$ cat src/rtl/multicycle_main_control.sv
// Multicycle CPU main control unit.
// Moore FSM that sequences fetch, decode, execute, memory and write-back
// for four instruction classes (R-type, load, store, branch-if-equal).
// Datapath strobes decode from the registered state. The only exceptions
// are the mem_ready-qualified IR/PC writes in FETCH, PCWrite=zero in
// BRANCH, and the instr_done pulse on a completing store.
//
// Ports:
//   clk, rst      clock; asynchronous active-high reset
//   opcode        instruction class from the IR, sampled in DECODE
//   zero          ALU zero flag, used in BRANCH
//   mem_ready     memory access completes this cycle
//   PCWrite..PCSource, ALUsrcB, ALUop   datapath controls
//   state         current state code
//   illegal       unsupported opcode seen; sticks until reset
//   instr_done    one-cycle pulse when an instruction retires
//   retired       wrapping count of retired instructions
//
// state | meaning
// 0     | FETCH    read instruction, PC += 4
// 1     | DECODE   read registers, compute branch target, latch opcode
// 2     | EXEC_R   ALU operation on rs, rt
// 3     | WB_R     write ALU result to rd
// 4     | ADDR     compute effective address
// 5     | MEM_RD   load access, waits for mem_ready
// 6     | WB_MEM   write loaded data to rt
// 7     | MEM_WR   store access, waits for mem_ready
// 8     | BRANCH   compare, conditionally load branch target
// 9     | ILLEGAL  unsupported opcode, parked until reset
module multicycle_main_control #(
  parameter int OPW    = 2,
  parameter int OP_R   = 0,
  parameter int OP_LW  = 1,
  parameter int OP_SW  = 2,
  parameter int OP_BEQ = 3,
  parameter int CNT_W  = 16
) (
  input  logic             clk,
  input  logic             rst,
  input  logic [OPW-1:0]   opcode,
  input  logic             zero,
  input  logic             mem_ready,
  output logic             PCWrite,
  output logic             IRWrite,
  output logic             IorD,
  output logic             MemRead,
  output logic             MemWrite,
  output logic             MemtoReg,
  output logic             RegWrite,
  output logic             RegDst,
  output logic             ALUsrcA,
  output logic             ExtOp,
  output logic             PCSource,
  output logic [1:0]       ALUsrcB,
  output logic [1:0]       ALUop,
  output logic [3:0]       state,
  output logic             illegal,
  output logic             instr_done,
  output logic [CNT_W-1:0] retired
);

  localparam logic [3:0] S_FETCH   = 4'd0;
  localparam logic [3:0] S_DECODE  = 4'd1;
  localparam logic [3:0] S_EXEC_R  = 4'd2;
  localparam logic [3:0] S_WB_R    = 4'd3;
  localparam logic [3:0] S_ADDR    = 4'd4;
  localparam logic [3:0] S_MEM_RD  = 4'd5;
  localparam logic [3:0] S_WB_MEM  = 4'd6;
  localparam logic [3:0] S_MEM_WR  = 4'd7;
  localparam logic [3:0] S_BRANCH  = 4'd8;
  localparam logic [3:0] S_ILLEGAL = 4'd9;

  localparam logic [OPW-1:0] OPC_R   = OPW'(OP_R);
  localparam logic [OPW-1:0] OPC_LW  = OPW'(OP_LW);
  localparam logic [OPW-1:0] OPC_SW  = OPW'(OP_SW);
  localparam logic [OPW-1:0] OPC_BEQ = OPW'(OP_BEQ);

  logic [3:0]       state_q, state_d;
  logic [OPW-1:0]   op_q, op_d;
  logic [CNT_W-1:0] retired_q, retired_d;

  always_comb begin
    state_d = state_q;
    op_d    = op_q;
    case (state_q)
      S_FETCH:  if (mem_ready) state_d = S_DECODE;
      S_DECODE: begin
        op_d = opcode;
        if (opcode == OPC_R)                           state_d = S_EXEC_R;
        else if (opcode == OPC_LW || opcode == OPC_SW) state_d = S_ADDR;
        else if (opcode == OPC_BEQ)                    state_d = S_BRANCH;
        else                                           state_d = S_ILLEGAL;
      end
      S_EXEC_R: state_d = S_WB_R;
      S_WB_R:   state_d = S_FETCH;
      // the IR opcode may have moved on by now, so use the latched copy
      S_ADDR:   state_d = (op_q == OPC_LW) ? S_MEM_RD : S_MEM_WR;
      S_MEM_RD: if (mem_ready) state_d = S_WB_MEM;
      S_WB_MEM: state_d = S_FETCH;
      S_MEM_WR: if (mem_ready) state_d = S_FETCH;
      S_BRANCH: state_d = S_FETCH;
      S_ILLEGAL: state_d = S_ILLEGAL;
      // codes 10-15 are unreachable; fall back to a clean fetch
      default:  state_d = S_FETCH;
    endcase
  end

  always_comb begin
    PCWrite    = 1'b0;
    IRWrite    = 1'b0;
    IorD       = 1'b0;
    MemRead    = 1'b0;
    MemWrite   = 1'b0;
    MemtoReg   = 1'b0;
    RegWrite   = 1'b0;
    RegDst     = 1'b0;
    ALUsrcA    = 1'b0;
    ExtOp      = 1'b0;
    PCSource   = 1'b0;
    ALUsrcB    = 2'b00;
    ALUop      = 2'b00;
    illegal    = 1'b0;
    instr_done = 1'b0;
    case (state_q)
      S_FETCH: begin
        MemRead = 1'b1;
        ALUsrcB = 2'b01;
        IRWrite = mem_ready;
        PCWrite = mem_ready;
      end
      S_DECODE: begin
        ALUsrcB = 2'b11;
        ExtOp   = 1'b1;
      end
      S_EXEC_R: begin
        ALUsrcA = 1'b1;
        ALUop   = 2'b10;
      end
      S_WB_R: begin
        RegWrite   = 1'b1;
        RegDst     = 1'b1;
        instr_done = 1'b1;
      end
      S_ADDR: begin
        ALUsrcA = 1'b1;
        ALUsrcB = 2'b10;
        ExtOp   = 1'b1;
      end
      S_MEM_RD: begin
        MemRead = 1'b1;
        IorD    = 1'b1;
      end
      S_WB_MEM: begin
        RegWrite   = 1'b1;
        MemtoReg   = 1'b1;
        instr_done = 1'b1;
      end
      S_MEM_WR: begin
        MemWrite   = 1'b1;
        IorD       = 1'b1;
        instr_done = mem_ready;
      end
      S_BRANCH: begin
        ALUsrcA    = 1'b1;
        ALUop      = 2'b01;
        PCSource   = 1'b1;
        PCWrite    = zero;
        instr_done = 1'b1;
      end
      S_ILLEGAL: illegal = 1'b1;
      default: ;
    endcase
  end

  assign retired_d = instr_done ? retired_q + CNT_W'(1) : retired_q;

  always_ff @(posedge clk or posedge rst) begin
    if (rst) begin
      state_q   <= S_FETCH;
      op_q      <= '0;
      retired_q <= '0;
    end else begin
      state_q   <= state_d;
      op_q      <= op_d;
      retired_q <= retired_d;
    end
  end

  assign state   = state_q;
  assign retired = retired_q;

endmodule

$ cat config.mk
export PLATFORM = sky130hd
export DESIGN_NAME = multicycle_main_control
export DESIGN_NICKNAME = d
export VERILOG_FILES = /design/src/rtl/multicycle_main_control.sv
export SDC_FILE = /design/constraint.sdc
export NUM_CORES = 1
export LEC_CHECK = 0
export BUFFER_PORTS_ARGS = -buffer_cell sky130_fd_sc_hd__buf_2
export CAP_MARGIN = 20
export CORE_ASPECT_RATIO = 1.2
export CORE_MARGIN = 2
export CORE_UTILIZATION = 40
export CTS_CLUSTER_DIAMETER = 200
export CTS_CLUSTER_SIZE = 25
export DETAILED_ROUTE_END_ITERATION = 6
export PLACE_DENSITY = 0.7
export SLEW_MARGIN = 20
export SYNTH_ARGS = -nofsm -noshare
export SYNTH_HDL_FRONTEND = slang
export SYNTH_SLANG_ARGS = --single-unit
$ cat constraint.sdc
create_clock -name clk -period 1.5 [get_ports clk]
set_input_delay 0.15 -clock clk [delete_from_list [all_inputs] [get_ports clk]]
set_output_delay 0.15 -clock clk [all_outputs]
set_load 0.05 [all_outputs]
==> impl_results.md, run 1 <==
- Register area share after synthesis: 0.441
- Die Ht: 65.2 um
- Max rail drop VDD: 2.16 mV
- Syn nets: 138
- Hold Path Class: in2reg
- Clock power share: 0.085
- Clk pin slew, worst setup/hold paths: 0.11 ns
- Clock Sinks: 22
- Via count: 1197
- DP Wirelength: 2240 um
- Pre-CTS setup slack: -0.0600 ns
- Multi-input logic area: 818 um^2
- Cells after synthesis: 129
- Io pins: 43
- Slowest CP cell: dfrtp_2
- Fraction of layout cells with a size suffix above 1: 0.587
- Final Max Tran Viols: 0
- CP Buf/Inv Count: 2
- Post-synth ARST share: 1.00
- Slew at the pin closest to its max-slew limit: 0.294 ns
- Critical path's largest stage delay: 0.47 ns
- Core area: 3030 um^2
- NumNets Final: 211
- RSZ-0062 raised after global routing: yes
- Register area: 556 um^2
- CTS Buffer Depth: 2
- Critical path's top delay family: flip-flops
- Psw: 2.70 mW
- CP Data Required Time: 1.35 ns
- Comb power frac: 0.735
- Maximum number of pins on one net before global-route repair: 23
- Final Hold Vio Count: 0
- Highest Clock Rate: 580 MHz
- I/O Buffers: 42
- Status: finished, violations left
- Worst setup EP type: output pin
- Synth Register Bits: 22
- Commonest cells after routing, fill and taps aside: buf_2, buf_6, buf_4, dfrtp_1, xnor2_1
- Global-route wire length before repair: 5110 um
- Initial DRC Count: 21
- Antenna Violating Nets Remaining: 0
- Number of synthesized flops with an enable pin: 0
- Synth Cell Area: 1250 um^2
- Worst setup slack after layout: -0.223 ns
- Remaining DRCs: 0
- Synth top area cells: dfrtp_1, xnor2_1, nand2_1
- Ant. Diodes: 0
- Most common cell after layout, fill and taps aside: buf_2
- Layout Utilization: 0.706
- Dominant cell type by area after synthesis: dfrtp_1
- Initial DRT Pass Iterations: 4
- Final Cycle Share: 1.15
- Vias in the first global route: 1167
- Synth Warn #: 0
- Top cell type's share of synthesized area: 0.441
- Int Power: 2.56 mW
- Design area: 2140 um^2
- Die ar.: 3580 um^2
- Final GP Congestion: 0.851
- Sequential power share: 0.180
- Top_reg_cell synth: dfrtp_1
- Worst setup skew after layout: 0.0142 ns
- Final setup viols: 32
- GRT overflow: 0
- Filler cells: 223
- Crit-path max FO: 11
- Slew Limit Headroom: 0.802
- Area Overhead vs Synth: 71.3%
- # rows: 22
- Setup CP Type: reg2out
- Critical Path Source Type: register
- H-tree levels: 1
- DP Area: 1730 um^2
- GRT Overall Usage: 0.192
- Routed len/inst: 13.3 um
- CP Data Arrival Time: 1.57 ns
- Vias/cell: 5.05
- Sw Share: 0.513
- CTS tree: done
- Root buf cell: clkbuf_4
- Detailed Route WL: 3160 um
- Starting Density: 0.412
- Netlist cell types: 32
- Min cycle time layout: 1.72 ns
- Post-Syn Area per Cell: 9.67 um^2
- Initial antenna violation count: 0
- Die X: 55.0 um
- CTS buffer count: 3
- Total Power: 5.26 mW
- Max cap viols: 0
- Pleak: 1.00 nW
- Clock network latency to the later pin of the worst-skew pair: 0.31 ns
- Failing checks: setup timing
- Critical path cell sequence: buf_6, xnor2_1, nor2_1, a21oi_2, nor2_4, buf_4
- Pwr/cell area: 2460 nW/um^2
[path summary, 6_finish.rpt]
path / endpoint / startpoint / slack [ns] / depth (start not counted)
hold reg to reg: retired[15] / retired[15] / 0.47 / 1
min in group asynchronous: retired[15] / rst / 0.41 / 4
setup reg to reg: retired[1] / state[3] / -0.10 / 6
max in group asynchronous: state[2] / rst / 0.84 / 4
hold / removal: op_q[1] / opcode[1] / 0.11 / 2
setup / recovery: ALUsrcA / state[2] / -0.22 / 6
[per-stage QoR]
stage	setup TNS, ns	cells	hold WS [ns]
detailed placement	-0.232	219	0.197
CTS	-3.15	233	0.108
floorplan	-13.79	129	0.139
finish	-2.81	237	0.113
global route	-5.24	237	0.123
global placement	-0.0748	219	0.191
[layer usage]
metal,vias up,GRT usage,part of all wire,routed length (um)
met5,-,0,0,0
met2,26,0.354,0.57,1800
met4,0,0.0457,0.0047,15
met3,2,0.0136,0.024,77
met1,585,0.234,0.40,1260
li1,584,-,-,-
[final cells by class]
class,instances,share of cell area
Multi-Input combinational cell,93,0.383
Timing Repair Buffer,76,0.300
Sequential cell,22,0.260
Clock buffer,3,0.0105
Tap cell,36,0.0211
Clock inverter,1,0.0141
Inverter,6,0.0117
[synth_stat cells, drive strengths merged, types with 2 or more instances]
cell type,n
a21oi,5
a31oi,2
and3,3
buf,5
clkbuf,3
dfrtp,22
ha,3
inv,6
mux2,3
nand2,15
nand2b,2
nand3,4
nand4,6
nor2,13
nor3,8
o21ai,3
xnor2,15
xor2,2
[state kept, by name, indices dropped and copies added, names as in the netlist]
signal / flops
state: 4
retired: 16
op_q: 2
[kinds of logic after synthesis]
kind of cell / Yosys count / synth area share
multiplexers: 3 / 0.0271
AO/OA/AOI/OAI: 14 / 0.0873
buffers and inverters: 14 / 0.0612
flip-flops: 22 / 0.441
adder cells (fa/ha/maj): 3 / 0.0301
AND/OR/NAND/NOR: 56 / 0.234
XOR/XNOR: 17 / 0.119
[power groups by stage]
stage,clock network [mW],logic [mW],registers [mW]
finish,0.449,3.86,0.947
global route,0.476,4.09,0.966
CTS,0.461,3.74,0.942
detailed placement,0,3.09,0.938
global placement,0,3.03,0.927
floorplan,0,1.97,1.36
[what timing repair did]
item / 4_1_cts / 5_1_grt
setup endpoints to repair: 27 / 33
pin swaps: 13 / 10
setup buffers: 8 / 4
resized for setup: 60 / 9
hold endpoints to repair: 22 / 0
cloned: 1 / 0
hold buffers: 1 / 0
(Power assumes the default switching activity.)
==> inputs of run 2 (changes only) <==
--- a/config.mk
+++ b/config.mk
@@ -5,7 +5,7 @@
 export SDC_FILE = /design/constraint.sdc
 export NUM_CORES = 1
 export LEC_CHECK = 0
-export BUFFER_PORTS_ARGS = -buffer_cell sky130_fd_sc_hd__buf_2
+export BUFFER_PORTS_ARGS = -buffer_cell sky130_fd_sc_hd__clkbuf_2
 export CAP_MARGIN = 20
 export CORE_ASPECT_RATIO = 1.2
 export CORE_MARGIN = 2
@@ -14,6 +14,7 @@
 export CTS_CLUSTER_SIZE = 25
 export DETAILED_ROUTE_END_ITERATION = 6
 export PLACE_DENSITY = 0.7
+export SKIP_CTS_REPAIR_TIMING = 1
 export SLEW_MARGIN = 20
 export SYNTH_ARGS = -nofsm -noshare
 export SYNTH_HDL_FRONTEND = slang
==> impl_results.md, run 2 (synthesis results as in run 1) <==
- Status: finished, violations left
- Failing checks: setup timing
- CTS tree: done
- Via count: 1201
- Area Overhead vs Synth: 62.5%
- CP Data Arrival Time: 1.56 ns
- Io pins: 43
- RSZ-0062 raised after global routing: yes
- Initial DRC Count: 23
- Final GP Congestion: 0.842
- Most common cell after layout, fill and taps aside: clkbuf_2
- Starting Density: 0.412
- Maximum number of pins on one net before global-route repair: 23
- Worst reg2reg path depth: 5
- Max rail drop VDD: 1.88 mV
- Routed len/inst: 13.5 um
- Worst setup EP type: output pin
- Clock network latency to the later pin of the worst-skew pair: 0.30 ns
- Die Ht: 65.2 um
- Max reg flops: 16
- I/O Buffers: 42
- Crit-path max FO: 11
- Ant. Diodes: 0
- CTS Buffer Depth: 2
- Pwr/cell area: 2420 nW/um^2
- Final Max Tran Viols: 0
- Global-route wire length before repair: 4850 um
- Hold Path Class: in2reg
- GRT Overall Usage: 0.179
- Slew at the pin closest to its max-slew limit: 0.287 ns
- Max cap viols: 0
- Core area: 3030 um^2
- DP Wirelength: 2260 um
- Clk pin slew, worst setup/hold paths: 0.12 ns
- Pre-CTS setup slack: -0.0710 ns
- Commonest cells after routing, fill and taps aside: clkbuf_2, buf_4, dfrtp_1, buf_6, xnor2_1
- Vias in the first global route: 1110
- Worst setup slack after layout: -0.214 ns
- Highest Clock Rate: 583 MHz
- Final Cycle Share: 1.14
- Initial DRT Pass Iterations: 4
- Vias/cell: 5.22
- Worst hold path depth: 2
- # rows: 22
- CTS buffer count: 3
- Critical Path Source Type: register
- Final setup viols: 24
- Final Hold Vio Count: 0
- Detailed Route WL: 3100 um
- Root buf cell: clkbuf_4
- Hold WS: 0.126 ns
- Remaining DRCs: 0
- Slew Limit Headroom: 0.809
- Fraction of layout cells with a size suffix above 1: 0.557
- Initial antenna violation count: 0
- Setup CP Type: reg2out
- GRT overflow: 0
- Pleak: 0.922 nW
- Die X: 55.0 um
- Antenna Violating Nets Remaining: 0
- Clock Sinks: 22
- CP Data Required Time: 1.35 ns
- Layout Utilization: 0.669
- Die ar.: 3580 um^2
- H-tree levels: 1
- Worst setup skew after layout: 0.00418 ns
- NumNets Final: 204
- Min cycle time layout: 1.71 ns
## run 2: cell types whose count changed in the layout (fill, tap and decap cells not counted), sizes merged
cell,previous run,this run
buf,75,41
bufinv,1,0
clkbuf,3,31
## run 2: area by class of cell
type,count,area [um^2]
fillers,248,1000
flip-flops and latches,22,556
multi-input cells,93,810
repair buffers,69,566
inverters,6,25.0
well taps,36,45.0
clock buffers,4,26.3
## run 2: final timing paths
check	slack, ns	endpoint	start
max	-0.21	ALUsrcA	state[2]
min	0.13	op_q[1]	opcode[1]
max reg2reg	-0.13	retired[15]	state[2]
min reg2reg	0.47	retired[15]	retired[15]
max in group asynchronous	0.84	state[2]	rst
min in group asynchronous	0.42	retired[2]	rst
## run 2: worst max-delay path, stage by stage (launching register included)
cell and delay [ns]:
dfrtp_2 0.48, buf_6 0.18, xnor2_1 0.16, nor2_1 0.07, a21oi_2 0.15, nor2_4 0.04
buf_4 0.18
## run 2: report_power, final
| group | switching [mW] | internal [mW] |
|---|---|---|
| clock | 0.167 | 0.104 |
| sequential | 0.195 | 0.757 |
| combinational | 2.27 | 1.41 |
| total | 2.63 | 2.27 |
## run 2: metal layers
metal	routed length, um	share of wire	vias to the layer above	track usage
li1	-	-	568	-
met4	16	0.0052	0	0.0549
met5	0	0	-	0
met3	115	0.037	2	0.0136
met1	1260	0.41	599	0.236
met2	1710	0.55	32	0.305
## run 2: per-stage QoR
stage	total power, mW	cells	setup TNS (ns)	cell area [um^2]
finish	4.90	230	-2.81	2030
global route	5.18	230	-5.06	2030
CTS	4.28	222	-5.41	1750
detailed placement	4.00	218	-0.367	1720
global placement	3.93	218	-0.0940	1720
floorplan	3.33	129	-13.79	1400
